$ cat src/rtl/sp_ram_arb.sv
// Two-port arbiter in front of a registered single-port RAM, with tagged read responses.
// Define SP_RAM_ARB_FIXED_PRIO_EN for fixed A-over-B priority; round-robin otherwise.
module sp_ram_arb #(
  parameter int unsigned AW = 5,
  parameter int unsigned DW = 4
) (
  input  logic          clk,
  input  logic          rst,
  input  logic          a_valid,
  output logic          a_ready,
  input  logic          a_we,
  input  logic [AW-1:0] a_addr,
  input  logic [DW-1:0] a_din,
  output logic          a_rvalid,
  output logic [DW-1:0] a_rdata,
  input  logic          b_valid,
  output logic          b_ready,
  input  logic          b_we,
  input  logic [AW-1:0] b_addr,
  input  logic [DW-1:0] b_din,
  output logic          b_rvalid,
  output logic [DW-1:0] b_rdata,
  output logic          ram_we,
  output logic [AW-1:0] ram_addr,
  output logic [DW-1:0] ram_din,
  input  logic [DW-1:0] ram_dout
);

  logic grant_a;
  logic grant_b;
  logic rd_accept;
  logic s0_valid;
  logic s0_owner_b;
  logic s1_valid;
  logic s1_owner_b;

`ifdef SP_RAM_ARB_FIXED_PRIO_EN
  always_comb begin
    grant_a = a_valid && !rst;
    grant_b = b_valid && !a_valid && !rst;
  end
`else
  logic last_b;  // 1 when B won the most recent accept

  always_comb begin
    if (a_valid && b_valid) begin
      grant_a = last_b && !rst;
      grant_b = !last_b && !rst;
    end else begin
      grant_a = a_valid && !rst;
      grant_b = b_valid && !rst;
    end
  end

  always_ff @(posedge clk or posedge rst) begin
    if (rst) begin
      last_b <= 1'b1;
    end else if (grant_a) begin
      last_b <= 1'b0;
    end else if (grant_b) begin
      last_b <= 1'b1;
    end
  end
`endif

  assign a_ready = grant_a;
  assign b_ready = grant_b;

  always_comb begin
    ram_we   = 1'b0;
    ram_addr = '0;
    ram_din  = '0;
    if (grant_a) begin
      ram_we   = a_we;
      ram_addr = a_addr;
      ram_din  = a_din;
    end else if (grant_b) begin
      ram_we   = b_we;
      ram_addr = b_addr;
      ram_din  = b_din;
    end
  end

  assign rd_accept = (grant_a && !a_we) || (grant_b && !b_we);

  // Two stages match the RAM's input and output registers.
  always_ff @(posedge clk or posedge rst) begin
    if (rst) begin
      s0_valid   <= 1'b0;
      s0_owner_b <= 1'b0;
      s1_valid   <= 1'b0;
      s1_owner_b <= 1'b0;
    end else begin
      s0_valid   <= rd_accept;
      s0_owner_b <= grant_b;
      s1_valid   <= s0_valid;
      s1_owner_b <= s0_owner_b;
    end
  end

  assign a_rvalid = s1_valid && !s1_owner_b;
  assign b_rvalid = s1_valid && s1_owner_b;
  assign a_rdata  = a_rvalid ? ram_dout : '0;
  assign b_rdata  = b_rvalid ? ram_dout : '0;

endmodule
$ cat config.mk
export PLATFORM = sky130hd
export DESIGN_NAME = sp_ram_arb
export DESIGN_NICKNAME = d
export VERILOG_FILES = /design/src/rtl/sp_ram_arb.sv
export SDC_FILE = /design/constraint.sdc
export NUM_CORES = 1
export LEC_CHECK = 0
export ABC_AREA = 1
export BUFFER_PORTS_ARGS = -buffer_cell sky130_fd_sc_hd__buf_2
export CORE_MARGIN = 5
export CORE_UTILIZATION = 37
export DETAILED_ROUTE_END_ITERATION = 8
export PLACE_DENSITY_LB_ADDON = 0.08
export SYNTH_ARGS = -nofsm -noshare
export SYNTH_HDL_FRONTEND = slang
export SYNTH_SLANG_ARGS = --single-unit
$ cat constraint.sdc
create_clock -name clk -period 2.33 [get_ports clk]
set_input_delay 0 -clock clk [delete_from_list [all_inputs] [get_ports clk]]
set_output_delay 0 -clock clk [all_outputs]
set_load 0.02 [all_outputs]
==> Yosys cells after proc, flatten, opt, wreduce, memory -nomap -nowiden <==
Index checks and enable logic that the tools add are counted.
{ "word_totals": {"word_cells": 33, "regBits": 5} }
{ "op_classes": {"n_reduce_logical": 16, "mux": 12} }
{ "op_table": {"columns": ["op", "count"], "rows": [
  ["2-to-1 mux 4 bit", 4],
  ["2-to-1 mux 5 bit", 2],
  ["logical AND 1 bit", 9],
  ["2-to-1 mux 1 bit", 6],
  ["logical NOT 1 bit", 5],
  ["nonzero test 2 bit", 1],
  ["logical OR 1 bit", 1]
]} }

==> Logic depth before layout (Yosys ltp) <==
Gate-level depths: netlist of the first run.
{ "depth": {"word_depth": 5, "depth_mapped": 5, "ltp_nobuf": 5} }

==> Worst setup path after synthesis of the first run <==
OpenSTA, ideal clock, no wires.
{ "synth_timing": {"kind": "reg2out", "startpoint": "register s1_owner_b", "endpoint": "output a_rdata[0]", "t_required_ps": 2330, "path_buffers": 0, "slack_ps": 1191, "stages_incl_launch_ff": 4, "t_arrival_ps": 1139, "path_cell_list": "dfrtp_1 -> nor2_1 -> inv_1 -> nor2_1"} }
{ "synth_between": {"elab_chain_len": 3} }
{ "synth_rtl": {"columns": ["element", "line_no", "source"], "rows": [
  ["start, declared", "35", "logic s1_owner_b;"],
  ["start signal, assigned", "97", "s1_owner_b <= s0_owner_b;"],
  ["logical NOT 1 bit", "101", "assign a_rvalid = s1_valid && !s1_owner_b;"],
  ["logical AND 1 bit", "101", null],
  ["named net a_rvalid", "14", "output logic a_rvalid,"],
  ["2-to-1 mux 4 bit", "103", "assign a_rdata = a_rvalid ? ram_dout : '0;"],
  ["end, declared", "15", "output logic [DW-1:0] a_rdata,"]
]} }
The timed path passes the listed nets, and every way through them passes these cells.

==> Worst setup path after layout of the first run <==
{ "layout_timing": {"startpoint": "input rst", "endpoint": "output ram_we"} }
{ "layout_between": {"elab_chain_len": 5, "elab_cells_between_ends": 9} }
{ "layout_rtl": {"columns": ["element", "line_no", "source"], "rows": [
  ["start, declared", "8", "input logic rst,"],
  ["logical NOT 1 bit (no source line) *", null, null],
  ["logical AND 1 bit (on tied branches)", "51, 48", null],
  ["2-to-1 mux 1 bit", "46", "if (a_valid && b_valid) begin"],
  ["2-to-1 mux 1 bit", "77", "end else if (grant_b) begin"],
  ["2-to-1 mux 1 bit *", "73", "if (grant_a) begin"],
  ["end, declared", "23", "output logic ram_we,"]
]} }
Every way passes the cells marked *; elsewhere a longest branch is shown, timed or not.

==> flow_summary_export.csv, run 1 <==
group,metric,value,unit
global_routing,grt_pass1_wl,2.04,mm
place,portBuffers,49,
timing,hold_viol_final,0,
worst_setup_path,required,2.33,ns
worst_setup_path,crit_path_end_kind,"output pin",
worst_setup_path,worstSetupPathType,"primary input to output pin",
power,swShare,36.4,%
yosys,synth_top_family_by_area,"simple AND/OR/NAND/NOR gates",
power,p_comb_share,40.3,%
timing,holdWs,0.0419,ns
yosys,synthSimpleGateAreaFrac,55.3,%
power,p_leak,0.528,nW
worst_setup_path,max_stage_delay,0.54,ns
global_routing,grt_max_degree,13,
worst_setup_path,crit_chain,"dlygate4sd3_1, buf_2, nor2_2, nand3_1, nand2_1, buf_2",
worst_setup_path,cp_max_fo,11,
timing,setup_viol,0,
power,power.density,423,nW/µm²
clocking,root_buffer,"clkbuf_4",
floorplan,ios,50,
yosys,synth_mux_area_share,0,%
routing,drcViolationCount,0,
clocking,clock_latency,0.24,ns
finish,diodes,0,
power,power.clock.fraction,29.3,%
global_routing,antenna_found_initial,0,
yosys,synthDistinctLibCells,12,
worst_setup_path,arrival,1.57,ns
yosys,syn_avg_cell_area,6.63,µm²
timing,period_minus_slack,1.57,ns
yosys,ys_seq_area_share,25.1,%
worst_setup_path,crit_path_top_delay_cell,"dlygate4sd3_1",
worst_setup_path,path_buf_inv,3,
finish,fillerInstances,135,
worst_setup_path,rrSetupSlack,1.12,ns
timing,post-route-period-util,67.2,%
timing,skew,0.00398,ns
timing,slew_violations,0,
yosys,synth.ff_latch_count,5,
timing,tightest_slew,0.601,ns
floorplan,die_w,46.9,µm
worst_setup_path,cp-startpoint,"rst",
clocking,cts_buffers,3,
finish,seq_area,126,µm²
clocking,clkSinkCount,5,
routing,vias_per_cell,4.37,
power,power.switching,0.000120,W
worst_setup_path,cpMostUsedCell,"buf_2",
place,dp.final_hpwl,1.16,mm
routing,antenna_left,0,
floorplan,core,1300,µm²
yosys,synthesis.area,504,µm²
finish,nNetsFinal,156,
clocking,cts_tree,"yes",
power,ir_drop,0.000422,V
yosys,synthAdderAreaFrac,0,%
yosys,synth_compound_area_share,0.993,%
power,p_seq_share,30.4,%
power,internal_power,0.000209,W
floorplan,die_h,46.9,µm
routing,num_vias,621,
worst_setup_path,cp-start-kind,"primary input",
routing,wl_per_cell,9.97,µm
routing,first_iter_violations,10,
global_routing,grt_pass1_vias,520,
run,max_cap_viol_count,0,
finish,final_cell_mix,"buf_2, nand2_1, inv_1",
finish,drive_above_1_share,52.8,%
yosys,syn_inst,76,
yosys,syn_nets,104,
routing,dr.pass1.iters,4,
clocking,clk_pin_slew,0.04,ns
worst_setup_path,critPathTopFamily,"buffers and inverters",
yosys,synth_xor_area_share,0,%
floorplan,die_area,2200,µm²
worst_setup_path,r2r-start,"last_b",
yosys,synth-warning-count,0,
floorplan,rows,13,
global_routing,grt-ovfl-total,0,
finish,area_growth,54.1,%
min_path,hold_path.class,"primary input to register",
timing,slew_headroom,59.9,%
timing,setup_total_negative_slack,0,ns
finish,mostFrequentLayoutCell,"buf_2",
run_status,status,"complete, no violations",
clocking,cts_resized,0,
clocking,cts_buffer_depth,2,
place,routabilityCongestion,0.767,
timing,fmax,639,MHz
routing,drt-total-wl,1.42,mm
finish,multi_input_area,284,µm²
floorplan,start_util,38.8,%
global_routing,grt_usage,12.4,%
min_path,holdCritStartpoint,"b_we",
clocking,cts-htree-levels,1,
timing,rsz0062_at_grt,"no",
what timing repair did:
item                                   4_1_cts  5_1_grt
hold buffers                                 2        0
endpoints found under the hold margin        6        0
buffers inserted                             0        0
setup endpoints to repair                    0        0
per-layer routing:
| layer | track usage [%] | part of all wire, % | up-vias |
|---|---|---|---|
| met3 | 2.68 | 15 | 0 |
| met1 | 14.7 | 38 | 253 |
| met2 | 22.5 | 47 | 33 |
| met5 | 0 | 0 | - |
| li1 | - | - | 335 |
| met4 | 3.31 | 0 | 0 |
power groups by stage:
stage | clock, W | sequential, W | combinational [W]
2_1_floorplan | 0 | 0.000100 | 0.0000865
3_5_place_dp | 0 | 0.000101 | 0.000130
5_1_grt | 0.000108 | 0.000101 | 0.000146
3_3_place_gp | 0 | 0.000101 | 0.000129
4_1_cts | 0.000101 | 0.0000999 | 0.000134
6_report | 0.0000963 | 0.0000999 | 0.000132
cell usage after synthesis:
cell      n  area share [%]
nand2_1  18              13
dfrtp_1   4              20
buf_4     2             3.0
dfstp_2   1             5.2
a21oi_1   1            0.99
nor2_2    2             2.5
inv_1    14              10
buf_6     2             4.5
nor2_1    9             6.7
nand3_1  11              11
nand3_2  11              22
inv_2     1            0.74
path summary, 6_finish.rpt:
path,end,cells after the start
max reg2reg,s0_valid,3
min,s0_valid,4
min in group asynchronous,s0_valid,3
max in group asynchronous,last_b,3
min reg2reg,s1_owner_b,0
max,ram_we,6
tightest hold or removal path, cell delays in order:
cell and delay, ns:
buf_2 0.09, inv_1 0.04, nand3_2 0.06, nand2_1 0.05
layout make-up:
cell class / count / area share, %
inverter: 15 / 7.25
multi-input combinational: 52 / 36.6
sequential: 5 / 16.3
clock buffer: 4 / 3.38
timing repair buffer: 51 / 34.1
tap: 15 / 2.42
metrics by stage:
stage                     cell area, µm²  power, W  std cells  worst slack, ns  utilization (%)
after global routing                 777  0.000354        142            0.615             59.7
final                                777  0.000328        142            0.764             59.7
after detailed placement             731  0.000232        136             1.07             56.2
after CTS                            777  0.000335        142            0.754             59.7
after floorplan                      504  0.000187         76             1.19                -
after global placement               731  0.000230        136             1.10             56.2
state kept, by name, summed over array words and instances (netlist names):
signal and cells:
s1_owner_b 1, s1_valid 1, s0_valid 1, s0_owner_b 1
last_b 1
cells by family (layout without fill, tap and decap cells):
kind of cell,after synthesis,count (layout)
buffers and inverters,19,70
AND/OR/NAND/NOR,51,51
AO/OA/AOI/OAI,1,1
flip-flops,5,5
No activity file was read; power rests on OpenSTA's default activity.
==> run 2, diff against run 1 <==
--- a/config.mk
+++ b/config.mk
@@ -8,7 +8,7 @@
 export ABC_AREA = 1
 export BUFFER_PORTS_ARGS = -buffer_cell sky130_fd_sc_hd__buf_2
 export CORE_MARGIN = 5
-export CORE_UTILIZATION = 37
+export CORE_UTILIZATION = 34
 export DETAILED_ROUTE_END_ITERATION = 8
 export PLACE_DENSITY_LB_ADDON = 0.08
 export SYNTH_ARGS = -nofsm -noshare
==> constraint.sdc (replaced) <==
create_clock -name clk -period 1.45 [get_ports clk]
set_input_delay 0 -clock clk [delete_from_list [all_inputs] [get_ports clk]]
set_output_delay 0 -clock clk [all_outputs]
set_load 0.02 [all_outputs]
==> run 2 against run 1 <==
Net effect:
- clock skew shrank 0.0010 ns
- sequential share of layout area shrank 0.36 points
- first-iteration DRC count shrank 70%
- clock power grew 63%
- final cell count grew 0.70%
- cell area grew 2.3%
- sequential power grew 61%
- non-clock buffer count grew 1
- critical path type is now register to output pin
- largest cell class unchanged
- highest routed layer unchanged
==> flow_summary_export.csv, run 2 (synthesized netlist as in run 1, its figures left out) <==
group,metric,value,unit
run_status,status,"complete, no violations",
routing,top_layer,"met3",
min_path,hold_path.class,"primary input to register",
finish,mostFrequentLayoutCell,"buf_2",
worst_setup_path,crit_path_top_delay_cell,"dfstp_2",
power,ir_drop,0.000601,V
timing,period_minus_slack,1.33,ns
power,power,0.000537,W
timing,post-route-worst-setup-slack,0.124,ns
worst_setup_path,critPathTopFamily,"flip-flops",
worst_setup_path,cp-start-kind,"register",
power,p_leak,0.539,nW
global_routing,grt_max_degree,13,
global_routing,grt_pass1_wl,2.29,mm
global_routing,grt_pass1_vias,536,
clocking,clkSinkCount,5,
clocking,cts_tree,"yes",
routing,first_iter_violations,3,
power,power.density,676,nW/µm²
place,post-place-ws,0.182,ns
worst_setup_path,worstSetupPathType,"register to output pin",
floorplan,start_util,37.3,%
clocking,cts_buffers,3,
routing,vias_per_cell,4.35,
timing,rsz0062_at_grt,"no",
floorplan,rows,13,
timing,tightest_slew,0.469,ns
finish,post-route-util,58.9,%
clocking,clk_pin_slew,0.04,ns
run,max_cap_viol_count,0,
routing,route.met2.wl,655,µm
floorplan,core,1350,µm²
clocking,cts-htree-levels,1,
routing,drt-met1-wl,590,µm
floorplan,ios,50,
worst_setup_path,cp_max_fo,12,
finish,drive_above_1_share,54.7,%
floorplan,die_h,48.5,µm
timing,setup_viol,0,
routing,wl_per_cell,9.89,µm
global_routing,grt_usage,11.6,%
timing,post-route-period-util,91.4,%
place,dp.final_hpwl,1.18,mm
routing,dr.pass1.iters,3,
floorplan,die_w,48.5,µm
floorplan,die_area,2350,µm²
routing,drcViolationCount,0,
routing,num_vias,622,
clocking,clock_latency,0.24,ns
routing,route.met3.wl,168,µm
timing,skew,0.00298,ns
timing,hold_viol_final,0,
global_routing,antenna_found_initial,0,
timing,setup_total_negative_slack,0,ns
place,routabilityCongestion,0.782,
clocking,cts_buffer_depth,2,
worst_setup_path,crit_chain,"inv_1, nand2_4, nand3_1, nand2_1, buf_2",
global_routing,grt-ovfl-total,0,
clocking,root_buffer,"clkbuf_4",
place,portBuffers,49,
worst_setup_path,crit_path_end_kind,"output pin",
timing,fmax,754,MHz
worst_setup_path,path_buf_inv,2,
finish,final_cell_mix,"buf_2, nand2_1, inv_1",
finish,diodes,0,
routing,antenna_left,0,
finish,area_growth,57.6,%
worst_setup_path,arrival,1.33,ns
worst_setup_path,max_stage_delay,0.54,ns
finish,nNetsFinal,157,
routing,drt-total-wl,1.41,mm
timing,slew_violations,0,
worst_setup_path,required,1.45,ns
timing,slew_headroom,68.7,%
## run 2: cell count changes in the layout (fill, tap and decap cells not counted), sizes merged
cell,before,now
buf,49,50
## run 2: where the power goes
| group | internal, W | total (W) | switching, W |
|---|---|---|---|
| sequential | 0.000155 | 0.000161 | 0.00000613 |
| clock | 0.000104 | 0.000157 | 0.0000535 |
| combinational | 0.0000806 | 0.000219 | 0.000138 |
| total | 0.000339 | 0.000537 | 0.000198 |
## run 2: path summary, 6_finish.rpt
check                            from         end  slack [ns]  depth (start not counted)
max                            last_b  ram_din[3]        0.12                          5
min                              b_we    s0_valid        0.04                          4
max reg2reg                    last_b      last_b        0.42                          5
min reg2reg                s0_owner_b  s1_owner_b        0.34                          0
max in group asynchronous         rst      last_b        1.02                          3
min in group asynchronous         rst    s0_valid        0.22                          3
## run 2: per-layer routing
metal | vias up | track usage (%)
li1 | 336 | -
met1 | 253 | 14.0
met2 | 33 | 18.0
met3 | 0 | 6.12
met4 | 0 | 2.69
met5 | - | 0
## run 2: timing repair
action,in CTS,in global routing
gates resized for setup,2,1
hold buffers,2,0
setup buffers,0,0
hold endpoints to repair,6,0
pin swaps,0,0
endpoints found under the setup margin,11,11
## run 2: stage by stage
step	hold slack, ns	instance area (µm²)	std cells
after floorplan	-0.245	504	76
after global placement	-0.0918	738	137
after detailed placement	-0.0910	738	137
after CTS	0.0290	790	143
after global routing	0.0448	795	143
final	0.0365	795	143
## run 2: area by class of cell
cell class	instances	area, µm²
fill	155	556
multi-input combinational	52	294
timing repair buffer	52	273
sequential	5	126
inverter	15	56.3
clock buffer	4	26.3
tap	15	18.8
## run 2: worst register-to-register path, delay by kind of cell (launching register included)
kind,cells,cell delay (ns)
flops,1,0.54
buf+inv,2,0.12
simple gates,3,0.32
